## src/rtl/keypad_scanner.sv

```systemverilog
// 4x4 active-low keypad scanner with frame-based debounce and one-cycle key_valid pulse.
// Optional feature: define KEYPAD_NUMBER_EN to shift accepted digits into a 16-bit number.
module keypad_scanner #(
  parameter int unsigned SETTLE_CYCLES  = 1024,
  parameter int unsigned DEBOUNCE_SCANS = 4
) (
  input  logic        clk,
  input  logic        reset,
  output logic [3:0]  row,
  input  logic [3:0]  col,
  output logic [3:0]  key_code,
  output logic        key_valid,
  output logic        pressed,
  output logic [15:0] number
);

  localparam logic [2:0] StDrive0 = 3'd0;
  localparam logic [2:0] StDrive1 = 3'd1;
  localparam logic [2:0] StDrive2 = 3'd2;
  localparam logic [2:0] StDrive3 = 3'd3;
  localparam logic [2:0] StEval   = 3'd4;

  localparam logic [1:0] ClsNone   = 2'd0;
  localparam logic [1:0] ClsSingle = 2'd1;
  localparam logic [1:0] ClsMulti  = 2'd2;

  localparam logic [15:0] SlotLast  = 16'(SETTLE_CYCLES - 1);
  localparam logic [3:0]  StableMax = 4'(DEBOUNCE_SCANS);

  logic [3:0]  col_meta_q, col_sync_q;
  logic [2:0]  state_q, state_d;
  logic [15:0] slot_q, slot_d;
  logic [15:0] snap_q;
  logic [3:0]  row_q, row_d;
  logic [5:0]  last_cls_q, cls;
  logic [3:0]  stable_q, stable_d;
  logic [3:0]  key_code_q;
  logic        key_valid_q, pressed_q;
  logic [4:0]  zero_cnt;
  logic [3:0]  zero_idx;
  logic        is_eval, slot_done, reached, accept, rel_ok;

  assign is_eval   = (state_q == StEval);
  assign slot_done = (slot_q == SlotLast);

  always_comb begin
    state_d = state_q;
    slot_d  = slot_q;
    if (is_eval) begin
      state_d = StDrive0;
      slot_d  = '0;
    end else if (slot_done) begin
      slot_d  = '0;
      state_d = (state_q == StDrive3) ? StEval : state_q + 3'd1;
    end else begin
      slot_d = slot_q + 16'd1;
    end
  end

  // Row is registered from the next state so it changes on the same edge as the FSM.
  always_comb begin
    case (state_d)
      StDrive0: row_d = 4'b1110;
      StDrive1: row_d = 4'b1101;
      StDrive2: row_d = 4'b1011;
      StDrive3: row_d = 4'b0111;
      default:  row_d = 4'b1111;
    endcase
  end

  // Snapshot bit index equals the key code 4*r + c.
  always_comb begin
    zero_cnt = '0;
    zero_idx = '0;
    for (int i = 0; i < 16; i++) begin
      if (!snap_q[i]) begin
        zero_cnt = zero_cnt + 5'd1;
        zero_idx = 4'(i);
      end
    end
    if (zero_cnt == 5'd0)      cls = {ClsNone, 4'h0};
    else if (zero_cnt == 5'd1) cls = {ClsSingle, zero_idx};
    else                       cls = {ClsMulti, 4'h0};
  end

  always_comb begin
    if (cls == last_cls_q) begin
      stable_d = (stable_q >= StableMax) ? StableMax : stable_q + 4'd1;
    end else begin
      stable_d = 4'd1;
    end
    reached = (stable_d == StableMax);
    accept  = is_eval && (cls[5:4] == ClsSingle) && reached && !pressed_q;
    rel_ok  = is_eval && (cls[5:4] == ClsNone) && reached && pressed_q;
  end

  always_ff @(posedge clk) begin
    if (reset) begin
      col_meta_q  <= 4'hF;
      col_sync_q  <= 4'hF;
      state_q     <= StDrive0;
      slot_q      <= '0;
      row_q       <= 4'hF;
      snap_q      <= 16'hFFFF;
      last_cls_q  <= {ClsNone, 4'h0};
      stable_q    <= '0;
      key_code_q  <= '0;
      key_valid_q <= 1'b0;
      pressed_q   <= 1'b0;
    end else begin
      col_meta_q  <= col;
      col_sync_q  <= col_meta_q;
      state_q     <= state_d;
      slot_q      <= slot_d;
      row_q       <= row_d;
      key_valid_q <= accept;
      if (!is_eval && slot_done) snap_q[{state_q[1:0], 2'b00} +: 4] <= col_sync_q;
      if (is_eval) begin
        last_cls_q <= cls;
        stable_q   <= stable_d;
      end
      if (accept) begin
        key_code_q <= cls[3:0];
        pressed_q  <= 1'b1;
      end else if (rel_ok) begin
        pressed_q <= 1'b0;
      end
    end
  end

`ifdef KEYPAD_NUMBER_EN
  logic [15:0] number_q;

  always_ff @(posedge clk) begin
    if (reset)       number_q <= '0;
    else if (accept) number_q <= {number_q[11:0], cls[3:0]};
  end

  assign number = number_q;
`else
  assign number = 16'h0000;
`endif

  assign row       = row_q;
  assign key_code  = key_code_q;
  assign key_valid = key_valid_q;
  assign pressed   = pressed_q;

endmodule

```

## config.mk

```make
export PLATFORM = sky130hd
export DESIGN_NAME = keypad_scanner
export DESIGN_NICKNAME = d
export VERILOG_FILES = /design/src/rtl/keypad_scanner.sv
export SDC_FILE = /design/constraint.sdc
export NUM_CORES = 1
export LEC_CHECK = 0
export CAP_MARGIN = 20
export CORE_ASPECT_RATIO = 1.25
export CORE_MARGIN = 4
export CORE_UTILIZATION = 50
export CTS_BUF_LIST = sky130_fd_sc_hd__clkbuf_4 sky130_fd_sc_hd__clkbuf_8 sky130_fd_sc_hd__clkbuf_16
export DETAILED_ROUTE_END_ITERATION = 12
export PLACE_DENSITY = 0.69
export RECOVER_POWER = 50
export SYNTH_ARGS = -nofsm -noshare
export SYNTH_HDL_FRONTEND = slang
export SYNTH_SLANG_ARGS = --single-unit
```

## constraint.sdc

```tcl
create_clock -name clk -period 18.16 [get_ports clk]
set_input_delay 2.724 -clock clk [delete_from_list [all_inputs] [get_ports clk]]
set_output_delay 2.724 -clock clk [all_outputs]
set_load 0.02 [all_outputs]
```

# ---- Yosys cells after proc, flatten, opt, wreduce, memory -nomap -nowiden
# Index checks and enable logic that the tools add are counted.
dict set report word_totals {
  reg_bits 63
  latch_bits 0
  ramBits 0
  mem_bits_ro 0
  input_bits 6
  out_inout_bits 26
  elab_cells 99
  mem_count 0
}
dict set report classes {
  n_addsub 19
  mul 0
  div 0
  order_cmp 1
  n_eq_ne 10
  shifts 2
  mux 42
  bitwise 0
  reduce_logical 14
}
# operator count
set ops {}
lappend ops {{$add 5x1->5 const B} 15}
lappend ops {{$mux 5} 15}
lappend ops {{$mux 4} 16}
lappend ops {{$add 16x1->16 const B} 1}
lappend ops {{$bwmux 16} 1}
lappend ops {{$eq 16x10->1 const B} 1}
lappend ops {{$pmux 4 s4} 1}
lappend ops {{$shift 4x6->16 const A} 1}
lappend ops {{$shiftx 4x6->16} 1}
lappend ops {{$mux 6} 2}
lappend ops {{$eq 3x2->1 const B} 3}
lappend ops {{$mux 3} 3}
lappend ops {{$logic_and 1x1->1} 7}
lappend ops {{$eq 6x6->1} 1}
lappend ops {{$neg 4->6} 1}
lappend ops {{$eq 5x1->1 const B} 1}
lappend ops {{$logic_not 5->1} 1}
lappend ops {{$add 4x1->4 const B} 1}
lappend ops {{$eq 4x3->1 const B} 1}
lappend ops {{$ge 4x3->1 const B} 1}
lappend ops {{$mux 1} 4}
lappend ops {{$add 3x1->3 const B} 1}
lappend ops {{$eq 3x1->1 const B} 1}
lappend ops {{$eq 3x3->1 const B} 1}
lappend ops {{6 further kinds} 7}

# ---- Depth between registers and ports, before layout
# Gate-level depths: netlist of run 1.
dict set report depth {
  depth_word 41
  ltp_mapped 51
  mapped_depth_nobuf 51
}

# ---- Least setup slack after synthesis of run 1
# No wires, ideal clock.
dict set report synth_timing {
  kind {register to register}
  from {register snap_q[1]}
  to {register pressed_q, in the netlist pressed}
  setup_ps 123
  t_arrival_ps 8995
  t_required_ps 18037
  setup_slack_ps 9041
  stages_incl_launch_ff 51
  path_buffers 1
  synth_period_minus_slack_ps 9119
  path_cell_list {dfxtp_1 -> inv_1 -> ha_1 -> buf_2 -> xnor2_1 -> ha_1 -> nor2_1 -> a31o_2 -> inv_1 -> ha_1 -> mux2_2 -> ha_1 -> nand2b_1 -> nand2_1 -> or2_2 -> ha_1 -> or2_2 -> o21a_1 -> [... 15 more ...] -> nand3_1 -> ha_1 -> nor2_1 -> a41oi_1 -> ha_1 -> nand2b_1 -> nand2_1 -> ha_1 -> nor2_1 -> a31oi_1 -> ha_1 -> nor2_1 -> and3_1 -> nand3_1 -> nand3b_1 -> mux2i_4 -> and3_1 -> mux2_1}
}
dict set report synth_via {
  elab_chain_len 38
  word_cells_on_any_way 61
  classes_between {add/sub: 14; eq/ne: 4; mux: 34; reduce/logical: 9}
}
# element line
set synth_lines {}
lappend synth_lines {{from (decl)} 33} ;# logic [15:0] snap_q;
lappend synth_lines {{from (signal, indexed assignment)} 117} ;# if (!is_eval && slot_done) snap_q[{state_q[1:0], 2'b00} +: 4] <= col_sync_q;
lappend synth_lines {{$mux 5} 76} ;# if (!snap_q[i]) begin
lappend synth_lines {{$add 5x1->5} 77} ;# zero_cnt = zero_cnt + 5'd1;
lappend synth_lines {{$mux 5} 76}
lappend synth_lines {{$add 5x1->5} 77}
lappend synth_lines {{$mux 5} 76}
lappend synth_lines {{$add 5x1->5} 77}
lappend synth_lines {{$mux 5} 76}
lappend synth_lines {{$add 5x1->5} 77}
lappend synth_lines {{[... 21 more ...]} --}
lappend synth_lines {{$eq 5x1->1} 82} ;# else if (zero_cnt == 5'd1) cls = {ClsSingle, zero_idx};
lappend synth_lines {{$mux 6} 82}
lappend synth_lines {{$mux 6 *} 81} ;# if (zero_cnt == 5'd0) cls = {ClsNone, 4'h0};
lappend synth_lines {{$eq 6x6->1} 87} ;# if (cls == last_cls_q) begin
lappend synth_lines {{$mux 4} 87}
lappend synth_lines {{$eq 4x3->1} 92} ;# reached = (stable_d == StableMax);
lappend synth_lines {{$logic_and 1x1->1, on equally long branches (2 in a row)} {93, 94}}
lappend synth_lines {{$mux 1 or $reduce_bool 2->1 (tied branches)} --}
lappend synth_lines {{to (signal assigned)} 109} ;# pressed_q <= 1'b0;
lappend synth_lines {{to (signal assigned)} 124} ;# pressed_q <= 1'b1;
lappend synth_lines {{to (signal assigned)} 126} ;# pressed_q <= 1'b0;
lappend synth_lines {{to (decl)} 38} ;# logic key_valid_q, pressed_q;
# Mark *: on every way between the ends. The rest lies on a longest branch, timed or not.
# A chain may end at the register's enable or synchronous reset.

# ---- Worst setup path in the final report of run 1
dict set report layout_timing {
  from {register snap_q[0]}
  to {register key_code_q[2], in the netlist key_code[2]}
}
dict set report layout_via {
  elab_chain_len 39
  word_cells_on_any_way 42
  classes_between {add/sub: 15; eq/ne: 4; mux: 19; reduce/logical: 4}
}
# element line
set layout_lines {}
lappend layout_lines {{$mux 1 *} 76}
lappend layout_lines {{$add 5x1->5} 77}
lappend layout_lines {{$mux 5 *} 76}
lappend layout_lines {{$add 5x1->5} 77}
lappend layout_lines {{$mux 5 *} 76}
lappend layout_lines {{$add 5x1->5} 77}
lappend layout_lines {{$mux 5 *} 76}
lappend layout_lines {{$add 5x1->5} 77}
lappend layout_lines {{[... 22 more ...]} --}
lappend layout_lines {{$mux 5 *} 76}
lappend layout_lines {{$eq 5x1->1} 82}
lappend layout_lines {{$mux 6} 82}
lappend layout_lines {{$mux 6 *} 81}
lappend layout_lines {{$eq 6x6->1} 87}
lappend layout_lines {{$mux 4} 87}
lappend layout_lines {{$eq 4x3->1} 92}
lappend layout_lines {{$logic_and 1x1->1 (2 in a row)} 93} ;# accept = is_eval && (cls[5:4] == ClsSingle) && reached && !pressed_q;
lappend layout_lines {{to (signal assigned)} 123} ;# key_code_q <= cls[3:0];
lappend layout_lines {{to (decl)} 37} ;# logic [3:0] key_code_q;
# Marked as above.

==> results of run 1 <==
==> layer usage <==
layer  global-route usage [%]  vias up
li1                         -     1915
met1                     21.7     1703
met2                     31.4       40
met3                     2.96       21
met4                     8.47        0
met5                        0        -
==> power groups by stage <==
stage,sequential [W],combinational (W),clock [W]
after floorplan,0.000144,0.00000919,0
after global placement,0.000144,0.00000865,0
after detailed placement,0.000144,0.00000879,0
after CTS,0.000141,0.00000888,0.000191
after global routing,0.000141,0.00000981,0.000197
final,0.000141,0.00000880,0.000186
==> flip-flops by register name (all words and copies together), names as in the netlist <==
| register | cells |
|---|---|
| pressed | 1 |
| key_valid | 1 |
| row | 4 |
| snap_q | 16 |
| key_code | 4 |
| state_q | 3 |
| last_cls_q | 6 |
| slot_q | 16 |
| col_meta_q | 4 |
| stable_q | 4 |
| col_sync_q | 4 |
==> cells in the final DEF, fill, tap and decap left out, types with 11 or more instances in the layout <==
master    synthesis  final
nor2_1           76     76
a211o_1          16     16
xnor2_1          33     33
and3_1           11     11
nand2b_1         11     11
inv_1            20     20
nor2b_1          16     16
or2_2            13     13
ha_1             24     24
conb_1            1     16
o21ai_0          15     15
nand2_1          61     61
nand3_1          16     16
dfxtp_1          63     63
xor2_1           11     11
==> cell families after synthesis <==
family | count (synthesis) | share of synthesized area [%]
AO/OA/AOI/OAI | 89 | 14.0
XOR/XNOR | 59 | 15.1
adder cells (fa/ha/maj) | 24 | 6.41
buffers and inverters | 64 | 6.91
flip-flops | 63 | 26.9
multiplexers | 15 | 4.08
other | 1 | 0.0800
AND/OR/NAND/NOR | 249 | 26.5
==> metrics by stage <==
stage / std cells / hold slack, ns / cell area [um^2]
2_1_floorplan: 579 / 0.389 / 4740
3_3_place_gp: 675 / 0.396 / 4810
3_5_place_dp: 675 / 0.395 / 4810
4_1_cts: 690 / 0.406 / 5140
5_1_grt: 690 / 0.414 / 5140
6_report: 690 / 0.405 / 5140
==> path summary, 6_finish.rpt <==
check | from | endpoint | slack, ns | depth (start not counted)
setup / recovery | snap_q[0]$_SDFFE_PP1P_ | key_code[2]$_SDFFE_PP0P_ | 8.21 | 49
hold / removal | col_meta_q[0]$_SDFF_PP1_ | col_sync_q[0]$_SDFF_PP1_ | 0.41 | 1
setup reg to reg | snap_q[0]$_SDFFE_PP1P_ | key_code[2]$_SDFFE_PP0P_ | 8.21 | 49
hold reg to reg | col_meta_q[0]$_SDFF_PP1_ | col_sync_q[0]$_SDFF_PP1_ | 0.41 | 1
==> layout make-up <==
class                           instances  area share [%]
Clock buffer                           12            5.19
Multi-Input combinational cell        452            61.5
Inverter                               21            1.56
Clock inverter                          3            1.27
Sequential cell                        63            24.5
Timing Repair Buffer                   16            2.99
Tap cell                              123            2.99
==> run_results.csv, run 1 <==
group,metric,value,unit
global_route,grt_pass1_vias,3665,
clock_network,cts_tree,"done",
die,die_h,116,um
routing,drcViolationCount,0,
synthesis,ys_ff_latch,63,
synthesis,yosysMostFrequentCell,"nor2_1",
timing,slew_headroom,-26.8,%
timing,fmax,100,MHz
die,ios,32,
timing,finalSetupViolCount,0,
global_route,grt_max_degree,50,
power,pwr-share-comb,2.6,%
synthesis,synth_top_area_share,26.9,%
routing,num_vias,3679,
synthesis,synth_largest_area_cell,"dfxtp_1",
power,p_seq_share,41.9,%
setup_path,cpPeakStageDelay,0.38,ns
power,ir_drop,0.0972,mV
routing,wl_per_cell,12.9,um
synthesis,synthCells,564,
routing,dr_wl_met2,4.41,mm
layout,fin_util,56.3,%
routing,top_layer_used,"met4",
place,dp_worst_setup_slack,8.27,ns
setup_path,cp.arrival,10.16,ns
layout,drive_gt1_share,8.64,%
setup_path,cp-start-kind,"flop",
timing,min_period,9.95,ns
global_route,grt_first_pass_wirelength,16.3,mm
die,die-area,0.0110,mm^2
setup_path,crit_slowest_cell,"ha_1",
setup_path,cpMostUsedCell,"ha_1",
global_route,overflow,0,
setup_path,critPathBufInv,3,
power,power.leakage,2.21,nW
place,globalplace.congestion,0.833,
timing,finalWorstSetupSlack,8.21,ns
setup_path,crit_family,"adder cells",
clock_network,cts_buffers,9,
synthesis,syn-cell-area,0.00469,mm^2
layout,num-fill-cells,840,
clock_network,post-cts-setup-buffer-count,0,
routing,wl_met3,163,um
global_route,antenna_found_initial,0,
synthesis,ys_top_cells_by_area,"dfxtp_1 27%, ha_1 6.4%, xnor2_1 6.2%",
clock_network,cts.sinks,63,
synthesis,synth-async-reset-ratio,0,%
die,start_util,51.4,%
clock_network,root_buffer,"clkbuf_16",
timing,slew_violations,50,
place,port_buffers,15,
clock_network,ctsResizeCount,0,
clock_network,cts_hold_buf,0,
routing,viasPerCell,5.33,
synthesis,synth_ff_type,"dfxtp_1",
clock_network,cts_max_level,3,
setup_path,timing_worst_setup_path_type,"flop to flop",
setup_path,cp.required,18.36,ns
power,internal-power,0.000272,W
die,rows,39,
run_status,run_status,"complete, but fails checks",
layout,area_delta_synth_final,9.64,%
clock_network,clkLatencyLatePin,0.32,ns
die,core_area,0.00913,mm^2
clock_network,cts.path.max_buffers,2,
clock_network,clk_pin_slew,0.05,ns
synthesis,synth_edf_count,0,
timing,fin_crit_sh,54.8,%
die,die_w,94.6,um
flow_run,cap_violations,1,
timing,rsz0062_at_grt,"false",
setup_path,critPathMaxFanout,7,
timing,tns,0,ns
synthesis,synth-warning-count,0,
routing,antenna_left,0,
routing,drtIter0Drc,125,
synthesis,synth_top_cells_by_count,"76 x nor2_1, 63 x dfxtp_1, 61 x nand2_1",
layout,antenna_cells,0,
synthesis,synth_area_per_cell,8.31,um^2
layout,final_nets,593,
setup_path,end_kind,"flop",
layout,multi_input_area,0.00316,mm^2
power,power_density,65.4,mW/mm^2
power,p_total,0.000336,W
synthesis,yosysUniqueCellTypes,70,
timing,fin_worst_skew,0.00564,ns
timing,hold_viol_final,0,
routing,drt-total-wl,8.90,mm
run_status,violations,"max-capacitance violations, max-slew violations",
power,clkPwrFrac,55.4,%
power,p_switching,0.0000637,W
global_route,grt_use_total,18.1,%
place,dpl.hpwl,6.75,mm
power,swShare,18.9,%
synthesis,synth-seq-area-share,26.9,%
timing,tightest_slew,1.90,ns
layout,ff_latch_area,0.00126,mm^2
min_path,holdCritPathClass,"flop to flop",
routing,first_pass_iters,4,
routing,wl_met1,4.07,mm
(Power assumes the default switching activity.)
==> inputs of run 2 (changes only) <==
Settings changed: PLACE_DENSITY 0.69 to 0.72.
Clock period 18.16 ns to 9.1 ns, I/O delays scaled along.
==> run 2 against run 1 <==
Compared with the run above:
- the flow now finishes without violations
- final cell count is 3.8% higher
- count of clock-buffer cells in the layout is 1 lower
- clock power is 58% higher
- worst hold slack better by 0.0053 ns
- via count is 5.5% higher
- flip-flop and latch count stayed put
- sequential power is 100% higher
- total power is 76% higher
==> run_results.csv, run 2 (synthesized netlist as in run 1, its figures left out) <==
group,metric,value,unit
setup_path,endpoint,"key_code[1]$_SDFFE_PP0P_",
routing,num_vias,3880,
global_route,gr-usage-met3,2.19,%
setup_path,end_kind,"flop",
layout,mostFrequentLayoutCell,"nor2_1",
timing,finalWorstSetupSlack,0.302,ns
die,core_area,0.00913,mm^2
routing,drt-total-wl,9.61,mm
routing,antenna_left,0,
place,globalplace.congestion,0.859,
die,start_util,51.4,%
layout,antenna_cells,0,
power,power_density,107,mW/mm^2
power,p_seq_share,47.5,%
timing,fin_worst_skew,0.00827,ns
setup_path,r2r-start,"snap_q[1]$_SDFFE_PP1P_",
power,swShare,20.3,%
setup_path,critPathMaxFanout,5,
global_route,met2_usage,32.9,%
global_route,grt_use_total,18.3,%
place,dpl.hpwl,6.92,mm
power,internal-power,0.000473,W
clock_network,cts.sinks,63,
clock_network,cts_tree,"done",
flow_run,cap_violations,0,
timing,tightest_slew,0.711,ns
die,ios,32,
timing,hold_viol_final,0,
setup_path,crit_slowest_cell,"dfxtp_2",
setup_path,cpPeakStageDelay,0.35,ns
layout,num-fill-cells,790,
routing,wl_per_cell,13.4,um
die,rows,39,
power,pwr-share-comb,3.0,%
setup_path,cp.arrival,9.01,ns
setup_path,cpMostUsedCell,"ha_4",
timing,slew_headroom,52.1,%
run_status,run_status,"finished clean",
power,clkPwrFrac,49.5,%
layout,area_delta_synth_final,17.9,%
global_route,grt_max_degree,50,
clock_network,clk_pin_slew,0.05,ns
die,die_h,116,um
global_route,grt_first_pass_wirelength,16.4,mm
layout,final_nets,621,
global_route,grt_pass1_vias,3783,
clock_network,clkLatencyLatePin,0.32,ns
clock_network,cts.path.max_buffers,2,
global_route,top_usage_layer,"met2",
clock_network,cts_max_level,3,
timing,finalSetupViolCount,0,
power,ir_drop,0.125,mV
setup_path,cp.required,9.31,ns
routing,drtIter0Drc,140,
clock_network,cts_hold_buf,0,
setup_path,worstReg2RegEnd,"key_code[1]$_SDFFE_PP0P_",
timing,fmax,114,MHz
global_route,grt_util_met1,20.8,%
routing,first_pass_iters,4,
timing,slew_violations,0,
setup_path,timing_worst_setup_path_type,"flop to flop",
global_route,overflow,0,
layout,mostFrequentLayoutCells,"74 x nor2_1, 60 x dfxtp_1, 54 x nand2_1, 32 x xnor2_1, 29 x buf_4",
routing,drcViolationCount,0,
clock_network,cts_buffers,9,
timing,min_period,8.80,ns
power,power.leakage,2.33,nW
min_path,holdCritPathClass,"flop to flop",
timing,fin_crit_sh,96.7,%
clock_network,root_buffer,"clkbuf_16",
setup_path,r2r_slack,0.30,ns
layout,drive_gt1_share,19.6,%
place,port_buffers,15,
layout,reg_top3,"slot_q (16), snap_q (16), last_cls_q (6)",
setup_path,cp-start-kind,"flop",
power,p_switching,0.000120,W
timing,hold_slack,0.410,ns
global_route,antenna_found_initial,0,
routing,viasPerCell,5.42,
die,die-area,0.0110,mm^2
timing,tns,0,ns
setup_path,startpoint,"snap_q[1]$_SDFFE_PP1P_",
die,die_w,94.6,um
setup_path,reg2reg_depth,49,
layout,fin_util,60.6,%
place,dp_worst_setup_slack,-0.362,ns
==> run 2: worst min path at each step <==
stage / slack, ns / depth (start not counted) / to / start
after detailed placement: 0.41 / 1 / col_sync_q[2]$_SDFF_PP1_ / col_meta_q[2]$_SDFF_PP1_
after floorplan: 0.39 / 1 / col_sync_q[0]$_SDFF_PP1_ / col_meta_q[0]$_SDFF_PP1_
final: 0.41 / 1 / col_sync_q[3]$_SDFF_PP1_ / col_meta_q[3]$_SDFF_PP1_
after global routing: 0.43 / 1 / col_sync_q[3]$_SDFF_PP1_ / col_meta_q[3]$_SDFF_PP1_
after CTS: 0.42 / 1 / col_sync_q[3]$_SDFF_PP1_ / col_meta_q[3]$_SDFF_PP1_
after global placement: 0.40 / 1 / col_sync_q[2]$_SDFF_PP1_ / col_meta_q[2]$_SDFF_PP1_
==> run 2: layer usage <==
metal  wire length [um]  vias to the layer above
li1                   -                     1976
met1               4150                     1831
met2               5070                       55
met3                210                       18
met4                182                        0
met5                  0                        -
==> run 2: area by class of cell <==
| cell class | instances | area, um^2 | area share (%) |
|---|---|---|---|
| inverter | 21 | 80.1 | 1.45 |
| sequential | 63 | 1260 | 22.9 |
| timing repair buffer | 44 | 368 | 6.66 |
| multi-input combinational | 452 | 3400 | 61.6 |
| tap | 123 | 154 | 2.78 |
| clock buffer | 11 | 246 | 4.46 |
| clock inverter | 2 | 10.0 | 0.181 |
==> run 2: per-stage QoR <==
stage	power [W]	cell area (um^2)	cells
2_1_floorplan	0.000305	4750	579
3_3_place_gp	0.000304	4930	690
3_5_place_dp	0.000305	4930	690
4_1_cts	0.000601	5310	708
5_1_grt	0.000613	5530	716
6_report	0.000593	5530	716
==> run 2: timing repair <==
item | CTS | global route
setup endpoints to repair | 14 | 15
resized for setup | 15 | 32
pin swaps | 9 | 15
setup buffers | 5 | 8
==> run 2: power by group through the flow <==
stage	clock [W]	combinational (W)	sequential (W)
finish	0.000294	0.0000175	0.000282
detailed placement	0	0.0000176	0.000287
global placement	0	0.0000173	0.000287
CTS	0.000301	0.0000176	0.000282
floorplan	0	0.0000183	0.000287
global route	0.000311	0.0000195	0.000282
==> run 2: worst max-delay path, delay by kind of cell (launching register included) <==
| family | cells | cell delay (ns) |
|---|---|---|
| AO/OA/AOI/OAI | 7 | 1.25 |
| AND/OR/NAND/NOR | 21 | 2.35 |
| XOR/XNOR | 1 | 0.13 |
| flip-flops | 1 | 0.35 |
| adder cells (fa/ha/maj) | 14 | 3.54 |
| multiplexers | 3 | 0.86 |
| buffers and inverters | 3 | 0.19 |
==> inputs of run 3 (changes only) <==
Settings changed: CAP_MARGIN 20 to 5, CORE_MARGIN 4 to 2.
Clock period 9.1 ns to 7.9 ns, I/O delays scaled along.
==> run 3 against run 2 <==
Compared with the run above:
- the run now ends with negative setup slack left
- global-route usage up 7.7 points
- final cell count up 15%
- routed wire length increased by 44%
- fmax decreased by 1.9%
- critical path depth decreased by 2
- sequential share of layout area is 4.0 points lower
- flip-flop and latch count did not move
==> run_results.csv, run 3 (synthesized netlist as in run 1, its figures left out) <==
group,metric,value,unit
place,dp_worst_setup_slack,-0.876,ns
global_route,antenna_found_initial,0,
clock_network,clkLatencyLatePin,0.33,ns
timing,fin_worst_skew,0.00730,ns
timing,fin_crit_sh,114,%
routing,viasPerCell,5.56,
layout,reg_top3,"slot_q (16), snap_q (16), last_cls_q (6)",
place,dpl.hpwl,7.25,mm
routing,antenna_left,0,
place,dp.cells,721,
global_route,grt_first_pass_wirelength,21.5,mm
die,die_w,90.6,um
layout,drive_gt1_share,36.4,%
die,die-area,0.0102,mm^2
timing,min_period,8.97,ns
timing,tightest_slew,0.710,ns
die,rows,39,
min_path,holdCritPathClass,"flop to flop",
run_status,violations,"negative setup slack",
clock_network,root_buffer,"clkbuf_16",
routing,wl_per_cell,16.8,um
timing,finalSetupViolCount,15,
global_route,overflow,0,
setup_path,cpMostUsedCell,"ha_4",
clock_network,cts_hold_buf,0,
setup_path,crit_slowest_cell,"xnor3_1",
global_route,grt_use_total,26.0,%
timing,tns,-13.87,ns
power,p_total,0.000741,W
layout,num-fill-cells,628,
power,power.leakage,2.96,nW
run_status,run_status,"complete, but fails checks",
layout,final_nets,726,
setup_path,end_kind,"flop",
place,globalplace.congestion,0.834,
timing,rsz0062_at_grt,"true",
timing,finalWorstSetupSlack,-1.07,ns
clock_network,cts_tree,"done",
setup_path,cpPeakStageDelay,0.46,ns
clock_network,cts.path.max_buffers,2,
routing,drcViolationCount,0,
timing,hold_viol_final,0,
layout,area_delta_synth_final,42.4,%
layout,mostFrequentLayoutCells,"126 x buf_4, 69 x nor2_1, 61 x dfxtp_1, 53 x nand2_1, 30 x xnor2_1",
die,core_area,0.00913,mm^2
clock_network,cts.sinks,63,
layout,antenna_cells,0,
routing,num_vias,4582,
routing,drt-total-wl,13.8,mm
layout,layout.cells.non_filler,824,
setup_path,cp.arrival,9.19,ns
setup_path,critPathMaxFanout,5,
power,ir_drop,0.180,mV
flow_run,cap_violations,0,
timing,slew_violations,0,
global_route,grt_max_degree,50,
timing,slew_headroom,52.6,%
routing,first_pass_iters,6,
clock_network,clk_pin_slew,0.05,ns
layout,mostFrequentLayoutCell,"buf_4",
place,port_buffers,15,
routing,drtIter0Drc,208,
setup_path,timing_worst_setup_path_type,"flop to flop",
die,ios,32,
clock_network,cts_max_level,3,
die,die_h,112,um
setup_path,cp.required,8.12,ns
global_route,grt_pass1_vias,4671,
setup_path,cp-start-kind,"flop",
power,power_density,111,mW/mm^2
timing,fmax,111,MHz
clock_network,cts_buffers,9,
die,start_util,51.4,%
run 3: cell count changes in the layout (fill, tap and decap cells not counted), moves of 4 or more:
cell	change
nand2_4	+4
o31ai_1	-4
buf_6	+8
dlygate4sd3_1	+5
nand2b_4	+4
buf_4	+97
clkdlybuf4s50_1	-5
nor2_1	-5
nand2b_1	-4
o31ai_2	+4
nor2_4	+4
run 3: metrics by stage:
stage               hold WS, ns  utilization, %  instance area, um^2
floorplan                 0.389               -                 4870
global placement          0.394            57.8                 5280
detailed placement        0.403            57.8                 5280
CTS                       0.413            68.9                 6290
global route              0.426            73.2                 6680
finish                    0.410            73.2                 6680
run 3: final timing paths:
check                           cells after the start  slack, ns                startpoint                  endpoint
worst max register to register                     47      -1.07    snap_q[1]$_SDFFE_PP1P_  key_code[2]$_SDFFE_PP0P_
worst max-delay path                               47      -1.07    snap_q[1]$_SDFFE_PP1P_  key_code[2]$_SDFFE_PP0P_
worst min register to register                      1       0.41  col_meta_q[0]$_SDFF_PP1_  col_sync_q[0]$_SDFF_PP1_
worst min-delay path                                1       0.41  col_meta_q[0]$_SDFF_PP1_  col_sync_q[0]$_SDFF_PP1_
run 3: repair_timing:
action / in CTS / in global routing
pin swaps: 15 / 33
endpoints found under the setup margin: 15 / 15
cloned: 0 / 0
buffers inserted: 81 / 13
resized for setup: 19 / 68
run 3: power by group:
part	internal (W)	switching, W
registers	0.000322	0.00000246
clock network	0.000262	0.000134
logic	0.00000558	0.0000149
total	0.000590	0.000152
run 3: final cells by class:
type	instances	area, um^2	share of cell area, %
multi-input combinational	452	3680	55.2
sequential	63	1260	18.9
timing repair buffer	149	1190	17.8
clock buffer	13	262	3.92
tap	123	154	2.31
inverter	21	82.6	1.24
clock inverter	3	42.5	0.637
run 3: worst max-delay path, delay by kind of cell (launching register included):
kind	cells	cell delay, ns
adder cells (fa/ha/maj)	11	2.77
AND/OR/NAND/NOR	16	1.79
AO/OA/AOI/OAI	8	1.52
XOR/XNOR	4	1.10
multiplexers	3	0.86
buffers and inverters	5	0.43
flip-flops	1	0.34
run 3: metal layers:
| metal | part of all wire (%) | track usage (%) | vias to the layer above | wire, um |
|---|---|---|---|---|
| li1 | - | - | 2182 | - |
| met1 | 39 | 26.7 | 2200 | 5420 |
| met2 | 52 | 47.9 | 145 | 7260 |
| met3 | 3.7 | 4.83 | 55 | 507 |
| met4 | 4.6 | 17.0 | 0 | 641 |
| met5 | 0 | 0 | - | 0 |
==> patch (settings of run 2) <==
Build with the macro `KEYPAD_NUMBER_EN` defined.
--- a/src/rtl/keypad_scanner.sv
+++ b/src/rtl/keypad_scanner.sv
@@ -1,4 +1,6 @@
 // 4x4 active-low keypad scanner with frame-based debounce and one-cycle key_valid pulse.
 // Optional feature: define KEYPAD_NUMBER_EN to shift accepted digits into a 16-bit number.
+`define KEYPAD_NUMBER_EN
+
 module keypad_scanner #(
   parameter int unsigned SETTLE_CYCLES  = 1024,
Formal check against the unedited RTL: no difference found for any inputs over 10 cycles, from zero or initial values and one cycle with reset high; that may be too few to reach the edited logic, so the function may still have changed.
==> patch against run 2 <==
The flow now finishes with violations (negative setup slack). Routed wire length up 24%. Sequential share of layout area down 0.44 points. Worst setup slack worse by 0.89 ns. Power up 13%. Sequential cell count up 12. Clock skew down 0.0014 ns. Synthesized area up 9.3%. Design area up 21%. Critical path type unchanged.
==> patch: results (changes against run 2) <==
| Metric | Value |
|---|---|
| Slowest-stage cell, CP | `a2111oi_4` |
| Via count of the first global-routing pass | `4,529 (+20%)` |
| Placed Instances | `785 (+14%)` |
| Crit path max fanout | `8 (+3)` |
| Adder-cell area share of the yosys netlist | `0.0586 (-0.00547)` |
| Synth Area in XOR/XNOR | `0.124 (-0.0276)` |
| Total Routing Usage GR | `0.198 (+0.0149)` |
| Final setup margin | `-0.590 ns (-0.892 ns)` |
| Post-synthesis sequential area ratio | `0.293 (+0.0239)` |
| IO Port Bufs | `31 (+16)` |
| Setup tns final | `-11.13 ns (-11.13 ns)` |
| Initial antenna violation count | `0 (unchanged)` |
| Asr flop ratio synth | `0 (unchanged)` |
| Via count | `4,595 (+18%)` |
| RR Endpoint | `number[4]` |
| Clk_lat worst skew | `0.33 ns` |
| Least-Margin Pin Slew | `0.917 ns (+0.206 ns)` |
| CP peak stage delay | `0.39 ns (+0.04 ns)` |
| Number of CTS-inserted buffers | `9 (unchanged)` |
| Diode count | `0 (unchanged)` |
| Synth Warn # | `0 (unchanged)` |
| DRT antenna net count | `0 (unchanged)` |
| Setup Viol. Count Final | `26 (+26)` |
| Depth of the worst register-to-register path | `54 (+10%)` |
| Pin count of the biggest net entering global routing | `62 (+24%)` |
| Wire per inst | `14.3 um (+6.2%)` |
| Reg-to-Reg Start | `snap_q[1]` |
| # nets final | `734 (+18%)` |
| VDD IR max | `183 uV (+46%)` |
| Hold Path Stages | `1 (unchanged)` |
| Failing checks | `negative setup slack` |
| Cells after synthesis | `613 (+8.7%)` |
| Top post-synthesis cells by count | `dfxtp_1, nor2_1, nand2_1, nand2b_1` |
| Max Clock Skew | `0.00691 ns (-0.00136 ns)` |
| Fill cell count | `789 (-0.13%)` |
| Clock-pin slew on the worst setup and hold paths | `0.06 ns` |
| Synth area leaders | `dfxtp_1, ha_1, nor2_1, nand2_1, xnor2_1` |
| Layout cells sized above 1 | `0.261 (+0.0657)` |
| Global-route wire length before repair | `19,800 um (+21%)` |
| Cell variety after synth | `71 (+1.4%)` |
| Final HPWL DP | `8020 um (+16%)` |
| P_leak | `2.78 nW (+19%)` |
| Pre-Repair DR Iteration Count | `4 (unchanged)` |
| Multiplexer share of the synthesized area | `0.0393 (-0.00154)` |
| Status | `complete, but fails checks` |
| Drt initial violations | `199 (+42%)` |
| H-tree Lvls | `3 (unchanged)` |
| Synth Area in Compound Gates | `0.158 (+0.0186)` |
| DRT Wirelength | `11,900 um (+24%)` |
| RePlAce Congestion | `0.809 (-5.8%)` |
-- patch: worst max-delay path, delay by kind of cell, from the launching register on --
family                     cells  cell delay, ns
AOI/OAI and AO/OA             12            1.92
xor gates and xnor gates       1            0.13
adders and majority gates     13            3.63
buffers and inverters          5            0.59
DFF                            1            0.35
muxes                          3            0.63
and+or+nand+nor               20            2.32
-- patch: what timing repair did --
| item | in CTS | in global routing |
|---|---|---|
| endpoints found under the setup margin | 27 | 27 |
| pin swaps | 36 | 37 |
| resized for setup | 26 | 30 |
| hold buffers | 0 | 0 |
| setup buffers | 27 | 10 |
| gates cloned | 2 | 0 |
-- patch: area by class of cell --
class                   instances  area, um2  area share
flip-flops and latches         75       1500       0.224
well taps                     129        161      0.0241
clock inverters                 5       37.5     0.00560
clock buffers                  10        239      0.0357
repair buffers                113        968       0.145
inverters                      21       81.3      0.0121
multi-input cells             484       3710       0.554
-- patch: how the worst max path moves through the flow --
stage	startpoint	endpoint	depth (start not counted)
finish	snap_q[1]	number[4]	54
global route	snap_q[1]	number[4]	54
CTS	snap_q[0]	number[5]	53
detailed placement	snap_q[0]	number[5]	53
global placement	snap_q[0]	number[13]	53
floorplan	snap_q[0]	key_code[0]	54
-- patch: per-stage QoR --
step | worst slack, ns | total power, W | utilization | hold WS (ns) | area [um2]
final | -0.590 | 0.000671 | 0.666 | 0.415 | 6700
after global routing | -1.11 | 0.000696 | 0.666 | 0.435 | 6700
after CTS | -0.518 | 0.000676 | 0.646 | 0.418 | 6490
after detailed placement | -0.685 | 0.000353 | 0.582 | 0.401 | 5850
after global placement | -0.299 | 0.000353 | 0.582 | 0.399 | 5850
after floorplan | -0.567 | 0.000349 | - | 0.389 | 5220
-- patch: power breakdown --
group	total [W]	leakage (nW)	internal, W	switching, W
Sequential	0.000334	0.607	0.000331	0.00000212
Clock	0.000325	0.131	0.000191	0.000134
Combinational	0.0000126	2.04	0.00000574	0.00000686
-- patch: cell families (layout without fill, tap and decap cells) --
| family | after synthesis | in the layout |
|---|---|---|
| simple gates | 277 | 277 |
| compound gates | 112 | 112 |
| flops | 75 | 75 |
| buf+inv | 54 | 149 |
| xor+xnor | 51 | 51 |
| fa+ha+maj | 24 | 24 |
| mux | 20 | 20 |
-- patch: layer usage --
metal | vias to the layer above | share of wire | track usage
met2 | 69 | 0.52 | 0.362
met5 | - | 0 | 0
li1 | 2321 | - | -
met4 | 0 | 0.024 | 0.0743
met1 | 2182 | 0.43 | 0.230
met3 | 23 | 0.024 | 0.0334
